==> src/rtl/wb_buffer.sv <==
// Write-back buffer: a circular FIFO of pending register-file writes drained one per cycle.
// Optional forwarding lookup is compiled in when WB_BUFFER_BYPASS_EN is defined.
module wb_buffer #(
  parameter int DATA_W = 24,
  parameter int ADDR_W = 4,
  parameter int DEPTH  = 4
) (
  input  logic              clk,
  input  logic              rst,
  input  logic              in_valid,
  output logic              in_ready,
  input  logic [ADDR_W-1:0] in_addr,
  input  logic [DATA_W-1:0] in_data,
  input  logic              hold,
  output logic [ADDR_W-1:0] write_address,
  output logic [DATA_W-1:0] write_data,
  output logic              write_enable,
  input  logic [ADDR_W-1:0] lk_addr,
  output logic              lk_hit,
  output logic [DATA_W-1:0] lk_data,
  output logic              empty
);

  localparam int PTR_W = (DEPTH > 1) ? $clog2(DEPTH) : 1;
  localparam int CNT_W = $clog2(DEPTH + 1);

  logic [PTR_W-1:0]  head_q, head_d;
  logic [PTR_W-1:0]  tail_q, tail_d;
  logic [CNT_W-1:0]  count_q, count_d;
  logic [ADDR_W-1:0] addr_mem_q [DEPTH];
  logic [ADDR_W-1:0] addr_mem_d [DEPTH];
  logic [DATA_W-1:0] data_mem_q [DEPTH];
  logic [DATA_W-1:0] data_mem_d [DEPTH];
  logic [ADDR_W-1:0] wa_q, wa_d;
  logic [DATA_W-1:0] wd_q, wd_d;
  logic              we_q, we_d;
  logic              push_s;
  logic              pop_s;

  // Readiness depends only on the registered occupancy, never on a same-cycle pop.
  assign in_ready      = (count_q < CNT_W'(DEPTH));
  assign empty         = (count_q == {CNT_W{1'b0}}) && !we_q;
  assign write_address = wa_q;
  assign write_data    = wd_q;
  assign write_enable  = we_q;

  // Writes to register 0 are accepted but dropped, so they never occupy a slot.
  always_comb begin
    push_s = in_valid && in_ready && (in_addr != {ADDR_W{1'b0}});
    pop_s  = (count_q != {CNT_W{1'b0}}) && !hold;
  end

  // Next-state for queue storage, pointers, occupancy and the output stage.
  always_comb begin
    head_d     = head_q;
    tail_d     = tail_q;
    count_d    = count_q;
    addr_mem_d = addr_mem_q;
    data_mem_d = data_mem_q;
    wa_d       = wa_q;
    wd_d       = wd_q;
    we_d       = 1'b0;

    if (push_s) begin
      addr_mem_d[tail_q] = in_addr;
      data_mem_d[tail_q] = in_data;
      tail_d             = tail_q + PTR_W'(1);
    end else begin
      tail_d = tail_q;
    end

    if (pop_s) begin
      wa_d   = addr_mem_q[head_q];
      wd_d   = data_mem_q[head_q];
      we_d   = 1'b1;
      head_d = head_q + PTR_W'(1);
    end else begin
      we_d = 1'b0;
    end

    case ({push_s, pop_s})
      2'b10:   count_d = count_q + CNT_W'(1);
      2'b01:   count_d = count_q - CNT_W'(1);
      default: count_d = count_q;
    endcase
  end

  // State registers; reset discards every pending entry and clears the write port.
  always_ff @(posedge clk or posedge rst) begin
    if (rst) begin
      head_q  <= {PTR_W{1'b0}};
      tail_q  <= {PTR_W{1'b0}};
      count_q <= {CNT_W{1'b0}};
      wa_q    <= {ADDR_W{1'b0}};
      wd_q    <= {DATA_W{1'b0}};
      we_q    <= 1'b0;
      for (int i = 0; i < DEPTH; i++) begin
        addr_mem_q[i] <= {ADDR_W{1'b0}};
        data_mem_q[i] <= {DATA_W{1'b0}};
      end
    end else begin
      head_q     <= head_d;
      tail_q     <= tail_d;
      count_q    <= count_d;
      wa_q       <= wa_d;
      wd_q       <= wd_d;
      we_q       <= we_d;
      addr_mem_q <= addr_mem_d;
      data_mem_q <= data_mem_d;
    end
  end

`ifdef WB_BUFFER_BYPASS_EN
  logic              lk_hit_s;
  logic [DATA_W-1:0] lk_data_s;

  // Newest queued entry wins, then the entry currently on the write port.
  always_comb begin
    lk_hit_s  = 1'b0;
    lk_data_s = {DATA_W{1'b0}};
    for (int i = 0; i < DEPTH; i++) begin
      if (!lk_hit_s && (CNT_W'(i) < count_q) &&
          (addr_mem_q[tail_q - PTR_W'(i + 1)] == lk_addr)) begin
        lk_hit_s  = 1'b1;
        lk_data_s = data_mem_q[tail_q - PTR_W'(i + 1)];
      end else begin
        lk_hit_s  = lk_hit_s;
      end
    end
    if (!lk_hit_s && we_q && (wa_q == lk_addr)) begin
      lk_hit_s  = 1'b1;
      lk_data_s = wd_q;
    end else begin
      lk_hit_s  = lk_hit_s;
    end
    if (lk_addr == {ADDR_W{1'b0}}) begin
      lk_hit_s  = 1'b0;
      lk_data_s = {DATA_W{1'b0}};
    end else begin
      lk_hit_s  = lk_hit_s;
    end
  end

  assign lk_hit  = lk_hit_s;
  assign lk_data = lk_data_s;
`else
  logic unused_lk_s;

  assign unused_lk_s = ^lk_addr;
  assign lk_hit      = 1'b0;
  assign lk_data     = {DATA_W{1'b0}};
`endif

endmodule

==> config.mk <==
export PLATFORM = sky130hd
export DESIGN_NAME = wb_buffer
export DESIGN_NICKNAME = d
export VERILOG_FILES = /design/src/rtl/wb_buffer.sv
export SDC_FILE = /design/constraint.sdc
export NUM_CORES = 1
export LEC_CHECK = 0
export BUFFER_PORTS_ARGS = -buffer_cell sky130_fd_sc_hd__buf_2
export CAP_MARGIN = 20
export CORE_MARGIN = 2
export CORE_UTILIZATION = 62
export DETAILED_ROUTE_END_ITERATION = 10
export GPL_ROUTABILITY_DRIVEN = 0
export GPL_TIMING_DRIVEN = 0
export PLACE_DENSITY_LB_ADDON = 0.15
export SLEW_MARGIN = 25
export SYNTH_ARGS = -nofsm -noshare
export SYNTH_HDL_FRONTEND = slang
export SYNTH_SLANG_ARGS = --single-unit
==> constraint.sdc <==
create_clock -name clk -period 11.2 [get_ports clk]
set_clock_uncertainty 0.1 [all_clocks]
set_input_delay 2.24 -clock clk [delete_from_list [all_inputs] [get_ports clk]]
set_output_delay 2.24 -clock clk [all_outputs]
set_load 0.02 [all_outputs]
==> Yosys cells after proc, flatten, opt, wreduce, memory -nomap -nowiden <==
Cells that the tools add are included.
{ "word_totals": {"reg_bits": 148, "input_bits": 36, "output_inout_bits": 56} }
{ "op_classes": {"addsub": 4, "n_lt_le_gt_ge": 4, "eq_ne": 2, "muxes": 14, "bitwise_logic": 2, "reduce_logical": 11} }
{ "ops": {"columns": ["operator", "n"], "rows": [
  ["$bwmux 96", 1],
  ["$mux 24", 3],
  ["$bmux 24 s2", 1],
  ["$demux 24 s2", 1],
  ["$bwmux 16", 1],
  ["$mux 4", 3],
  ["$bmux 4 s2", 1],
  ["$demux 4 s2", 1],
  ["$ge 3x3->1 const B", 2],
  ["$not 2->3", 2],
  ["$pmux 3 s2", 1],
  ["$logic_and 1x1->1", 5],
  ["$add 2x1->2 const B", 2],
  ["$reduce_bool 4->1", 1],
  ["$add 3x1->3 const B", 1],
  ["$logic_not 3->1", 1],
  ["$lt 3x1->1 const B", 1],
  ["$lt 3x3->1 const B", 1],
  ["$reduce_bool 3->1", 1],
  ["$sub 3x1->3 const B", 1],
  ["$eq 2x1->1 const B", 1],
  ["$eq 2x2->1 const B", 1],
  ["$logic_not 1->1", 2],
  ["$reduce_bool 2->1", 1],
  ["$mux 1", 1]
]} }

==> Longest topological paths before layout <==
Gate-level depths: netlist of run 1.
{ "depth": {"depth_word": 6, "ltp_mapped": 9, "ltp_nobuf": 8} }

==> Least setup slack after synthesis of run 1 <==
Ideal clock, no wire load.
{ "synth_timing": {"path_type": "input port to flip-flop", "from": "input port in_addr[1]", "to": "register count_q[2]", "arrival_time_ns": 3.986, "path_slack_ns": 7.034, "stages": 9, "cell_sequence": "or4_4 > buf_6 > nand2_1 > ha_1 > inv_1 > fa_1 > xor2_1 > nor2_1 > xnor2_1"} }
{ "synth_between": {"elab_chain_cells": 4, "word_cells_on_any_way": 6, "cone_classes": "2 x eq/ne; 1 x mux; 3 x reduce/logical"} }
{ "synth_lines": {"columns": ["element", "line_no", "source"], "rows": [
  ["start: declaration", "12", "input logic [ADDR_W-1:0] in_addr,"],
  ["$reduce_bool 4->1 *", "49", "push_s = in_valid && in_ready && (in_addr != {ADDR_W{1'b0}});"],
  ["$logic_and 1x1->1 *", "49", null],
  ["$eq 2x1->1 or $eq 2x2->1 (tied branches)", "81", "case ({push_s, pop_s})"],
  ["$pmux 3 s2 or $reduce_bool 2->1 (tied branches)", null, null],
  ["end signal: assignment", "93", "count_q <= {CNT_W{1'b0}};"],
  ["end signal: assignment", "104", "count_q <= count_d;"],
  ["end: declaration", "29", "logic [CNT_W-1:0] count_q, count_d;"]
]} }
Mark *: on every way between the ends. The rest lies on a longest branch, timed or not.
A chain may end at the register's enable or synchronous reset.

==> Worst setup path in the final report of run 1 <==
Same ends and word-level chain as after synthesis.

==> metrics.md, run 1 <==
| Metric | Value |
|---|---|
| Slowest CP cell | or4_4 |
| Worst slew pin tran | 0.810 ns |
| Layout Nets | 542 |
| FILL cells | 670 |
| Die Span Y | 110 microns |
| Setup TNS | 0 ns |
| Crit path launch type | input pin |
| DIE WIDTH | 110 microns |
| Input/output buffers | 62 |
| Htree depth | 4 |
| Count of cell types in the netlist | 25 |
| Total CTS buffers | 17 |
| Initial antenna violation count | 0 |
| GR Util met1 | 0.321 |
| Maximum root-to-sink buffer count | 2 |
| # resized after CTS | 0 |
| Worst path cell trace | buf_2 > or4_4 > buf_6 > nand2_1 > ha_1 > inv_1 > fa_1 > xor2_1 > nor2_1 > xnor2_1 |
| Commonest non-fill, non-tap cell in the layout | dfrtp_1 |
| Core footprint | 0.0108 sq mm |
| Vias/cell | 5.41 |
| CP Max Fanout | 5 |
| Clock sinks | 148 |
| Die Area | 0.0120 sq mm |
| Critical Path End Type | flop |
| CP required | 11.55 ns |
| WL/cell | 19.1 microns |
| Vias in the first global route | 3789 |
| Placed Cells incl. Taps | 621 |
| CTS tree | built |
| R2R Path End | count_q[2] |
| Clock slew at reported path FFs | 0.06 ns |
| Overflow after GRT | 0 |
| Clk Latency, worst-skew pair | 0.52 ns |
| Root buf cell | clkbuf_8 |
| Relative slew slack | 0.460 |
| Min-Delay Path Class | flop to flop |
| Maximum vdd drop | 0.208 mV |
| Fin cells | 652 |
| Largest net degree at the start of global routing | 77 |
| Max-slew violation count | 0 |
| Fraction of layout cells with a size suffix above 1 | 0.596 |
| Met2 Usage GRT | 0.369 |
| Crit path largest cell delay | 0.54 ns |
| Setup violators final | 0 |
| Count of final hold-check violations | 0 |
| Syn avg cell area | 17.6 sq um |
| Min Tclk post-route | 3.92 ns |
| M3 GR Usage | 0.0646 |
| Cells after Synth | 394 |
| Postcts setup bufs | 0 |
| DRC | 0 |
| Hold-fix buffers, CTS | 0 |
| Total Routing Usage GR | 0.233 |
| Unrepaired setup endpoints after global routing | no |
| Worst reg2reg path depth | 9 |
| Critical path type | input pin to flop |
| Via count | 3526 |
| Crit. Startpoint | in_addr[1] |
| Synth Register Bits | 148 |
| DRT iter0 DRCs | 168 |
| Boundary pin count | 92 |
| Status | complete, no violations |
| Final Cycle Share | 0.350 |
| GR peak layer | met2 |
| Register area share after synthesis | 0.535 |
| FMAX | 255 MHz |
| Power Dens Cells | 310 mW/mm^2 |
| Yosys warns | 0 |
| CP endpoint | count_q[2] |
| Area delta synth->final | 17.8% |
| First-pass GRT wire length | 20500 microns |
| Final ANT Viol Nets | 0 |
| Final wirelength | 12400 microns |
| Commonest non-fill, non-tap cells in the layout | 148 x dfrtp_1, 80 x mux2_4, 67 x buf_2, 61 x mux2_2, 28 x mux4_2 |
| Max Cap Viol | 0 |
| Worst r2r src | count_q[0] |
| Arrival time worst endpoint | 4.27 ns |
| Lkg Pwr | 4.02 nW |
| Antenna cells | 0 |
| FF-to-FF setup slack | 8.65 ns |
| Starting density of the core | 0.638 |
| Post-DP HPWL | 7920 microns |
| Pre-antenna DRT Iters | 4 |
| FP Rows | 38 |
| Syn Std Cell Area | 0.00692 sq mm |
| Cells on Worst Hold Path | 1 |
==> layer usage <==
metal	routed length (microns)	vias to the layer above	share of wire
li1	-	1587	-
met5	0	-	0
met1	5580	1847	0.45
met2	6240	77	0.50
met4	133	0	0.011
met3	479	15	0.039
==> power by group <==
group	leakage [nW]	total (mW)	switching (mW)	internal, mW
clock network	0.298	0.599	0.211	0.388
registers	1.78	0.956	0.146	0.809
logic	1.94	0.975	0.375	0.599
==> flip-flops by register name, indices dropped and copies added (netlist names) <==
| name | cells |
|---|---|
| tail_q | 2 |
| write_data | 24 |
| addr_mem_q | 16 |
| head_q | 2 |
| data_mem_q | 96 |
| write_address | 4 |
| write_enable | 1 |
| count_q | 3 |
==> stage by stage <==
step	power [mW]	worst slack, ns	util	hold WS (ns)	instance area, sq um
final	2.53	7.28	0.752	0.400	8150
after global routing	2.67	7.20	0.752	0.416	8150
after CTS	2.55	7.30	0.752	0.403	8150
after detailed placement	1.94	6.74	0.694	0.387	7530
after global placement	1.89	3.41	0.691	0.383	7490
after floorplan	1.72	4.88	-	0.374	7010
==> cell usage after synthesis <==
cell type | number | area [sq um]
buf_1 | 3 | 11.3
buf_12 | 8 | 160
buf_2 | 5 | 25.0
buf_4 | 25 | 188
buf_6 | 1 | 11.3
clkbuf_1 | 2 | 7.51
conb_1 | 1 | 3.75
dfrtp_1 | 148 | 3700
fa_1 | 1 | 20.0
ha_1 | 5 | 62.6
inv_1 | 7 | 26.3
mux2_2 | 61 | 687
mux2_4 | 80 | 1200
mux2i_1 | 1 | 10.0
mux4_2 | 28 | 631
nand2_1 | 1 | 3.75
nand3_4 | 4 | 70.1
nor2_1 | 2 | 7.51
nor2b_1 | 1 | 6.26
nor3_1 | 1 | 5.00
nor3b_1 | 1 | 7.51
nor4_1 | 1 | 6.26
or4_4 | 1 | 11.3
xnor2_1 | 3 | 26.3
xor2_1 | 3 | 26.3
==> worst min path at each step <==
stage,start,endpoint
after floorplan,addr_mem_q[4],addr_mem_q[4]
after global placement,data_mem_q[90],data_mem_q[90]
after detailed placement,data_mem_q[40],data_mem_q[40]
after CTS,addr_mem_q[7],addr_mem_q[7]
after global routing,addr_mem_q[7],addr_mem_q[7]
final,addr_mem_q[4],addr_mem_q[4]
==> cells by family (layout without fill, tap and decap cells) <==
kind of cell  after synthesis  in the layout  synth area share
buf+inv                    51            145            0.0620
other cells                 1             25          0.000542
mux                       170            170             0.366
flops                     148            148             0.535
simple gates               12             12            0.0170
fa+ha+maj                   6              6            0.0119
xor+xnor                    6              6           0.00760
==> critical path: cells and delay by family <==
family,cells,cell delay (ns)
xor+xnor,2,0.27
fa+ha+maj,2,0.59
buf+inv,3,0.34
simple gates,3,0.82
==> cell type report <==
cell class                 count  area [sq um]  share of cell area
sequential                   148          3700               0.455
multi-input combinational    219          2880               0.353
clock buffer                  21           439              0.0539
buffer                        44           403              0.0494
timing repair buffer          63           338              0.0415
clock inverter                10           180              0.0221
tap                          140           175              0.0215
inverter                       7          33.8             0.00415
Power figures use the tool's default switching activity.
==> run 2: changes to the inputs <==
--- a/config.mk
+++ b/config.mk
@@ -5,10 +5,11 @@
 export SDC_FILE = /design/constraint.sdc
 export NUM_CORES = 1
 export LEC_CHECK = 0
+export ABC_AREA = 1
 export BUFFER_PORTS_ARGS = -buffer_cell sky130_fd_sc_hd__buf_2
 export CAP_MARGIN = 20
 export CORE_MARGIN = 2
-export CORE_UTILIZATION = 62
+export CORE_UTILIZATION = 53
 export DETAILED_ROUTE_END_ITERATION = 10
 export GPL_ROUTABILITY_DRIVEN = 0
 export GPL_TIMING_DRIVEN = 0
==> constraint.sdc (replaced) <==
create_clock -name clk -period 3.25 [get_ports clk]
set_clock_uncertainty 0.1 [all_clocks]
set_input_delay 0.65 -clock clk [delete_from_list [all_inputs] [get_ports clk]]
set_output_delay 0.65 -clock clk [all_outputs]
set_load 0.02 [all_outputs]
==> run 2 against run 1 <==
  * First-iteration DRC count rose to 3.6 times the previous value
  * Critical path type is now flop to flop
  * Synthesized area up 12%
  * Power rose to 3.5 times the previous value
  * Highest routed layer unchanged
  * Routed wire length up 69%
==> metrics.md, run 2 <==
| Metric | Value |
|---|---|
| Status | complete, no violations (unchanged) |
| WL/cell | 15.9 microns (was 19.1 microns) |
| Max Cap Viol | 0 (unchanged) |
| CTS tree | built (unchanged) |
| Largest net degree at the start of global routing | 30 (was 77) |
| Crit path launch type | flop (was input pin) |
| Boundary pin count | 92 (unchanged) |
| CP required | 3.47 ns (was 11.55 ns) |
| Die Area | 0.0156 sq mm (was 0.0120 sq mm) |
| Yosys warns | 0 (unchanged) |
| Compound-Gate Fraction of Synth Area | 0.00129 (was 0) |
| Vias/cell | 5.24 (was 5.41) |
| Input/output buffers | 62 (unchanged) |
| Lkg Pwr | 5.19 nW (was 4.02 nW) |
| DRT iter0 DRCs | 605 (was 168) |
| # resized after CTS | 0 (unchanged) |
| Htree depth | 4 (unchanged) |
| Arrival time worst endpoint | 2.53 ns (was 4.27 ns) |
| FILL cells | 1339 (was 670) |
| Fin cells | 1321 (was 652) |
| Buf+Inv Stages, Crit Path | 4 (was 3) |
| Setup violators final | 0 (unchanged) |
| Worst slew pin tran | 0.692 ns (was 0.810 ns) |
| Pre-antenna DRT Iters | 7 (was 4) |
| Multiplexer area fraction after synthesis | 0 (was 0.366) |
| Post-DP HPWL | 14400 microns (was 7920 microns) |
| Critical Path End Type | flop (unchanged) |
| CP Max Fanout | 11 (was 5) |
| Relative slew slack | 0.539 (was 0.460) |
| First-pass GRT wire length | 34200 microns (was 20500 microns) |
| Overflow after GRT | 0 (unchanged) |
| Hold-fix buffers, CTS | 0 (unchanged) |
| Max reg flops | 96 (unchanged) |
| DRC | 0 (unchanged) |
| Area delta synth->final | 16.6% (was 17.8%) |
| Min-Delay Path Class | input pin to async pin (was flop to flop) |
| Maximum vdd drop | 0.536 mV (was 0.208 mV) |
| Max-slew violation count | 0 (unchanged) |
| Min Hold Slack | 0.128 ns (was 0.400 ns) |
| Final ANT Viol Nets | 0 (unchanged) |
| Power Dens Cells | 986 mW/mm^2 (was 310 mW/mm^2) |
| DIE WIDTH | 125 microns (was 110 microns) |
| Count of cell types in the netlist | 23 (was 25) |
| Via count | 6923 (was 3526) |
| Top cells by area, synth | dfrtp_1 48%, nand2_1 22%, nand4_1 9.1% (was dfrtp_1 54%, mux2_4 17%, mux2_2 9.9%) |
| Syn avg cell area | 7.61 sq um (was 17.6 sq um) |
| Area leader, netlist | dfrtp_1 (unchanged) |
| Cell area after layout | 0.00902 sq mm (was 0.00815 sq mm) |
| FMAX | 433 MHz |
| Most frequent CP cell | inv_2 |
| Worst path cell trace | inv_2 > nand3_2 > nand2_4 > inv_2 > buf_2 > ha_1 > inv_1 > fa_1 > nand2_1 > nand3_1 > xor2_1 (was buf_2 > or4_4 > buf_6 > nand2_1 > ha_1 > inv_1 > fa_1 > xor2_1 > nor2_1 > xnor2_1) |
| Commonest non-fill, non-tap cell in the layout | nand2_1 (was dfrtp_1) |
| Syn Std Cell Area | 0.00773 sq mm (was 0.00692 sq mm) |
| Crit path largest cell delay | 0.45 ns (was 0.54 ns) |
| Final Cycle Share | 0.711 |
| Fraction of registers with async set/reset | 1.00 (unchanged) |
| Commonest cells in the netlist | 455 x nand2_1, 148 x dfrtp_1, 123 x inv_1 (was 148 x dfrtp_1, 80 x mux2_4, 61 x mux2_2) |
| FP Rows | 44 (was 38) |
| Register area share after synthesis | 0.479 (was 0.535) |
| Min Tclk post-route | 2.31 ns |
| Maximum root-to-sink buffer count | 2 (unchanged) |
| EDFF count, synth | 0 (unchanged) |
| Placed Cells incl. Taps | 1291 (was 621) |
| Largest family of logic cells by synthesized area | simple AND/OR/NAND/NOR gates (was multiplexers) |
| Vias in the first global route | 6647 (was 3789) |
| Most used DFF post-synth | dfrtp_1 (unchanged) |
| Most frequent cell after synthesis | nand2_1 (was dfrtp_1) |
| Total Routing Usage GR | 0.280 (was 0.233) |
| Reg with most FFs | data_mem_q (unchanged) |
| Fraction of layout cells with a size suffix above 1 | 0.161 (was 0.596) |
| XOR/XNOR share of the synthesized area | 0.00566 (was 0.00760) |
| Critical path type | flop to flop (was input pin to flop) |
| Adder-cell area share of the yosys netlist | 0.0107 (was 0.0119) |
| Clk Latency, worst-skew pair | 0.43 ns (was 0.52 ns) |
| Cells after Synth | 1016 (was 394) |
| Total CTS buffers | 17 (unchanged) |
| Post-synth top area share | 0.479 (was 0.535) |
| Root buf cell | clkbuf_16 (was clkbuf_8) |
| Commonest non-fill, non-tap cells in the layout | 455 x nand2_1, 148 x dfrtp_1, 122 x inv_1, 112 x nand4_1, 96 x buf_2 (was 148 x dfrtp_1, 80 x mux2_4, 67 x buf_2, 61 x mux2_2, 28 x mux4_2) |
| Clock sinks | 148 (unchanged) |
| Count of final hold-check violations | 0 (unchanged) |
| CP top delay family | adder cells (was simple AND/OR/NAND/NOR gates) |
| Postcts setup bufs | 0 (unchanged) |
| Synth Register Bits | 148 (unchanged) |
| Starting density of the core | 0.538 (was 0.638) |
| Die Span Y | 125 microns (was 110 microns) |
| Clock slew at reported path FFs | 0.06 ns (about the same) |
| Unrepaired setup endpoints after global routing | no (unchanged) |
| DP Area | 0.00847 sq mm (was 0.00753 sq mm) |
| Antenna cells | 0 (unchanged) |
| Slowest CP cell | dfrtp_1 (was or4_4) |
| Post-synthesis simple-gate area fraction | 0.367 (was 0.0170) |
| Layout Nets | 1168 (was 542) |
| Final wirelength | 21000 microns (was 12400 microns) |
| Core footprint | 0.0144 sq mm (was 0.0108 sq mm) |
| Initial antenna violation count | 0 (unchanged) |
[run 2: metrics by stage]
| step | power (mW) | setup slack (ns) | TNS, ns | utilization |
|---|---|---|---|---|
| final | 8.89 | 0.939 | 0 | 0.628 |
| after global routing | 9.60 | 0.729 | 0 | 0.628 |
| after CTS | 8.90 | 0.927 | 0 | 0.628 |
| after detailed placement | 7.04 | 0.603 | 0 | 0.589 |
| after global placement | 6.91 | -0.395 | -56.70 | 0.582 |
| after floorplan | 5.90 | 0.639 | 0 | - |
[run 2: routing by layer]
| layer | part of all wire | global-route usage |
|---|---|---|
| met1 | 0.44 | 0.379 |
| met2 | 0.48 | 0.457 |
| met3 | 0.065 | 0.0503 |
| met4 | 0.018 | 0.0919 |
| met5 | 0 | 0 |
[run 2: kinds of logic (layout without fill, tap and decap cells)]
family	after synthesis	in the layout
AO/OA/AOI/OAI	2	2
XOR/XNOR	5	5
adder cells (fa/ha/maj)	6	6
buffers and inverters	218	315
flip-flops	148	148
other	1	25
AND/OR/NAND/NOR	636	636
[run 2: cell type report]
type | instances | area (sq um) | share of cell area
Timing Repair Buffer | 67 | 410 | 0.0455
Multi-Input combinational cell | 674 | 3070 | 0.340
Buffer | 92 | 579 | 0.0642
Clock inverter | 3 | 17.5 | 0.00194
Tap cell | 184 | 230 | 0.0255
Clock buffer | 27 | 533 | 0.0591
Sequential cell | 148 | 3700 | 0.411
Inverter | 126 | 477 | 0.0529
[run 2: power by group]
group	leakage (nW)	total (mW)	internal [mW]	switching, mW
Combinational	3.05	3.91	1.28	2.62
Clock	0.271	1.85	1.11	0.737
Sequential	1.86	3.14	2.70	0.442
Total	5.19	8.89	5.09	3.80
[run 2: path summary, 6_finish.rpt]
kind | from | endpoint | slack, ns | cells past startpoint
max | count_q[2] | count_q[2] | 0.94 | 11
min | rst | write_data[4] | 0.13 | 2
max reg2reg | count_q[2] | count_q[2] | 0.94 | 11
min reg2reg | write_data[17] | write_data[17] | 0.37 | 2
max in group asynchronous | rst | addr_mem_q[8] | 2.03 | 5
min in group clk | write_data[17] | write_data[17] | 0.37 | 2
==> run 3: changes to the inputs <==
==> constraint.sdc (replaced) <==
create_clock -name clk -period 2 [get_ports clk]
set_clock_uncertainty 0.1 [all_clocks]
set_input_delay 0.4 -clock clk [delete_from_list [all_inputs] [get_ports clk]]
set_output_delay 0.4 -clock clk [all_outputs]
set_load 0.02 [all_outputs]
==> run 3 against run 2 <==
  * Sequential power up 63%
  * Via count up 0.39%
  * Critical path type unchanged
  * Critical endpoint is now data_mem_q[57]
  * Global-route usage up 0.18 points
  * Register-to-register slack worse by 0.84 ns
  * Setup slack worse by 0.84 ns
  * Clock power up 62%
  * Design area up 0.67%
  * Clock-buffer cell count unchanged
==> metrics.md, run 3 (synthesized netlist as in run 2, its figures left out) <==
| Metric | Value |
|---|---|
| Max-slew violation count | 0 (unchanged) |
| Clk pwr share | 0.206 (was 0.208) |
| Vias/cell | 5.26 (was 5.24) |
| Largest net degree at the start of global routing | 30 (unchanged) |
| Fin cells | 1322 (was 1321) |
| Final Cycle Share | 0.950 (was 0.711) |
| Cell Int Power | 8.32 mW (was 5.09 mW) |
| Commonest non-fill, non-tap cells in the layout | 454 x nand2_1, 147 x dfrtp_1, 121 x inv_1, 112 x nand4_1, 95 x buf_2 (was 455 x nand2_1, 148 x dfrtp_1, 122 x inv_1, 112 x nand4_1, 96 x buf_2) |
| Total Routing Usage GR | 0.281 (was 0.280) |
| Min Tclk post-route | 1.90 ns (was 2.31 ns) |
| DRT iter0 DRCs | 649 (was 605) |
| Setup violators final | 0 (unchanged) |
| Sequential share of power | 0.352 (was 0.353) |
| DIE WIDTH | 125 microns (unchanged) |
| Post-DP HPWL | 14400 microns (unchanged) |
| Critical path type | flop to flop (unchanged) |
| Final ANT Viol Nets | 0 (unchanged) |
| Commonest non-fill, non-tap cell in the layout | nand2_1 (unchanged) |
| FMAX | 526 MHz (was 433 MHz) |
| Htree depth | 4 (unchanged) |
| Max reg flops | 96 (unchanged) |
| DP Area | 0.00847 sq mm (unchanged) |
| CTS tree | built (unchanged) |
| Pre-antenna DRT Iters | 5 (was 7) |
| Initial antenna violation count | 0 (unchanged) |
| Unrepaired setup endpoints after global routing | no (unchanged) |
| Maximum root-to-sink buffer count | 2 (unchanged) |
| Min-Delay Path Class | input pin to flop (was input pin to async pin) |
| Status | complete, no violations (unchanged) |
| Final wirelength | 21000 microns (about the same) |
| Starting density of the core | 0.538 (unchanged) |
| Min Hold Slack | 0.165 ns (was 0.128 ns) |
| Clock slew at reported path FFs | 0.06 ns (about the same) |
| Area delta synth->final | 17.4% (was 16.6%) |
| Die Area | 0.0156 sq mm (unchanged) |
| CP required | 2.26 ns (was 3.47 ns) |
| Antenna cells | 0 (unchanged) |
| Overflow after GRT | 0 (unchanged) |
| Clock sinks | 148 (unchanged) |
| Comb pwr share | 0.442 (was 0.439) |
| Clk Latency, worst-skew pair | 0.42 ns (was 0.43 ns) |
| Worst slew pin tran | 0.702 ns (was 0.692 ns) |
| Fraction of layout cells with a size suffix above 1 | 0.170 (was 0.161) |
| Relative slew slack | 0.532 (was 0.539) |
| Switching fraction of total power | 0.427 (about the same) |
| Die Span Y | 125 microns (unchanged) |
| Layout Nets | 1169 (was 1168) |
| Count of final hold-check violations | 0 (unchanged) |
| Vias in the first global route | 6647 (unchanged) |
| Lkg Pwr | 5.21 nW (was 5.19 nW) |
| Critical Path End Type | flop (unchanged) |
| FILL cells | 1330 (was 1339) |
| FP Rows | 44 (unchanged) |
| WL/cell | 15.9 microns (about the same) |
| Crit path launch type | flop (unchanged) |
| P_sw | 6.19 mW (was 3.80 mW) |
| Reg with most FFs | data_mem_q (unchanged) |
| CP Max Fanout | 19 (was 11) |
| First-pass GRT wire length | 34400 microns (was 34200 microns) |
| Boundary pin count | 92 (unchanged) |
| Core footprint | 0.0144 sq mm (unchanged) |
| Max Cap Viol | 0 (unchanged) |
| DRC | 0 (unchanged) |
| Placed Cells incl. Taps | 1291 (unchanged) |
| Power Dens Cells | 1600 mW/mm^2 (was 986 mW/mm^2) |
| Via count | 6950 (was 6923) |
| Cell area after layout | 0.00908 sq mm (was 0.00902 sq mm) |
| Arrival time worst endpoint | 2.16 ns (was 2.53 ns) |
| Root buf cell | clkbuf_16 (unchanged) |
| Input/output buffers | 62 (unchanged) |
| Maximum vdd drop | 0.883 mV (was 0.536 mV) |
| Total CTS buffers | 17 (unchanged) |
-- run 3: final timing paths --
path | cells past startpoint | slack, ns | endpoint | from
worst max-delay path | 6 | 0.10 | data_mem_q[57] | tail_q[1]
worst min-delay path | 3 | 0.17 | data_mem_q[45] | in_data[21]
worst max register to register | 6 | 0.10 | data_mem_q[57] | tail_q[1]
worst min register to register | 2 | 0.37 | write_data[17] | write_data[17]
min in group asynchronous | 3 | 0.43 | write_data[4] | rst
max in group asynchronous | 6 | 0.48 | addr_mem_q[9] | rst
-- run 3: cell type report --
type / count / area, sq um / share of cell area
Sequential cell: 148 / 3700 / 0.408
Multi-Input combinational cell: 674 / 3080 / 0.340
Buffer: 88 / 576 / 0.0634
Clock buffer: 27 / 533 / 0.0587
Inverter: 126 / 484 / 0.0533
Timing Repair Buffer: 72 / 450 / 0.0496
Tap cell: 184 / 230 / 0.0254
Clock inverter: 3 / 17.5 / 0.00193
-- run 3: critical path, stage by stage (launching register included) --
cell and delay, ns:
dfrtp_1 0.44, inv_1 0.10, ha_1 0.20, buf_2 0.42, clkbuf_2 0.34, nand4_1 0.13, nand2_1 0.09
-- run 3: power groups by stage --
stage | Clock, mW | Combinational [mW] | Sequential [mW]
after detailed placement | 0 | 6.32 | 5.12
after CTS | 3.01 | 6.39 | 5.10
after global placement | 0 | 6.14 | 5.09
after global routing | 3.15 | 7.26 | 5.27
final | 2.99 | 6.41 | 5.11
after floorplan | 0 | 4.28 | 5.32
-- run 3: through the flow --
step / power, mW / utilization / setup slack (ns) / setup TNS, ns
finish: 14.5 / 0.632 / 0.100 / 0
global placement: 11.2 / 0.582 / -1.40 / -205.28
CTS: 14.5 / 0.630 / 0.0369 / 0
global route: 15.7 / 0.632 / 0.00179 / 0
detailed placement: 11.4 / 0.589 / -0.397 / -0.702
floorplan: 9.59 / - / -0.361 / -53.48
-- run 3: per-layer routing --
metal	routed length, microns	vias to the layer above	global-route usage
li1	-	3363	-
met1	9240	3301	0.382
met2	10100	239	0.457
met3	1270	47	0.0533
met4	447	0	0.0939
met5	0	-	0
-- run 3: repair_timing --
action / CTS / global route
resized for setup: 5 / 10
pin swaps: 1 / 2
hold buffers: 1 / 0
endpoints found under the setup margin: 2 / 17
endpoints found under the hold margin: 18 / 0
buffers inserted: 2 / 2
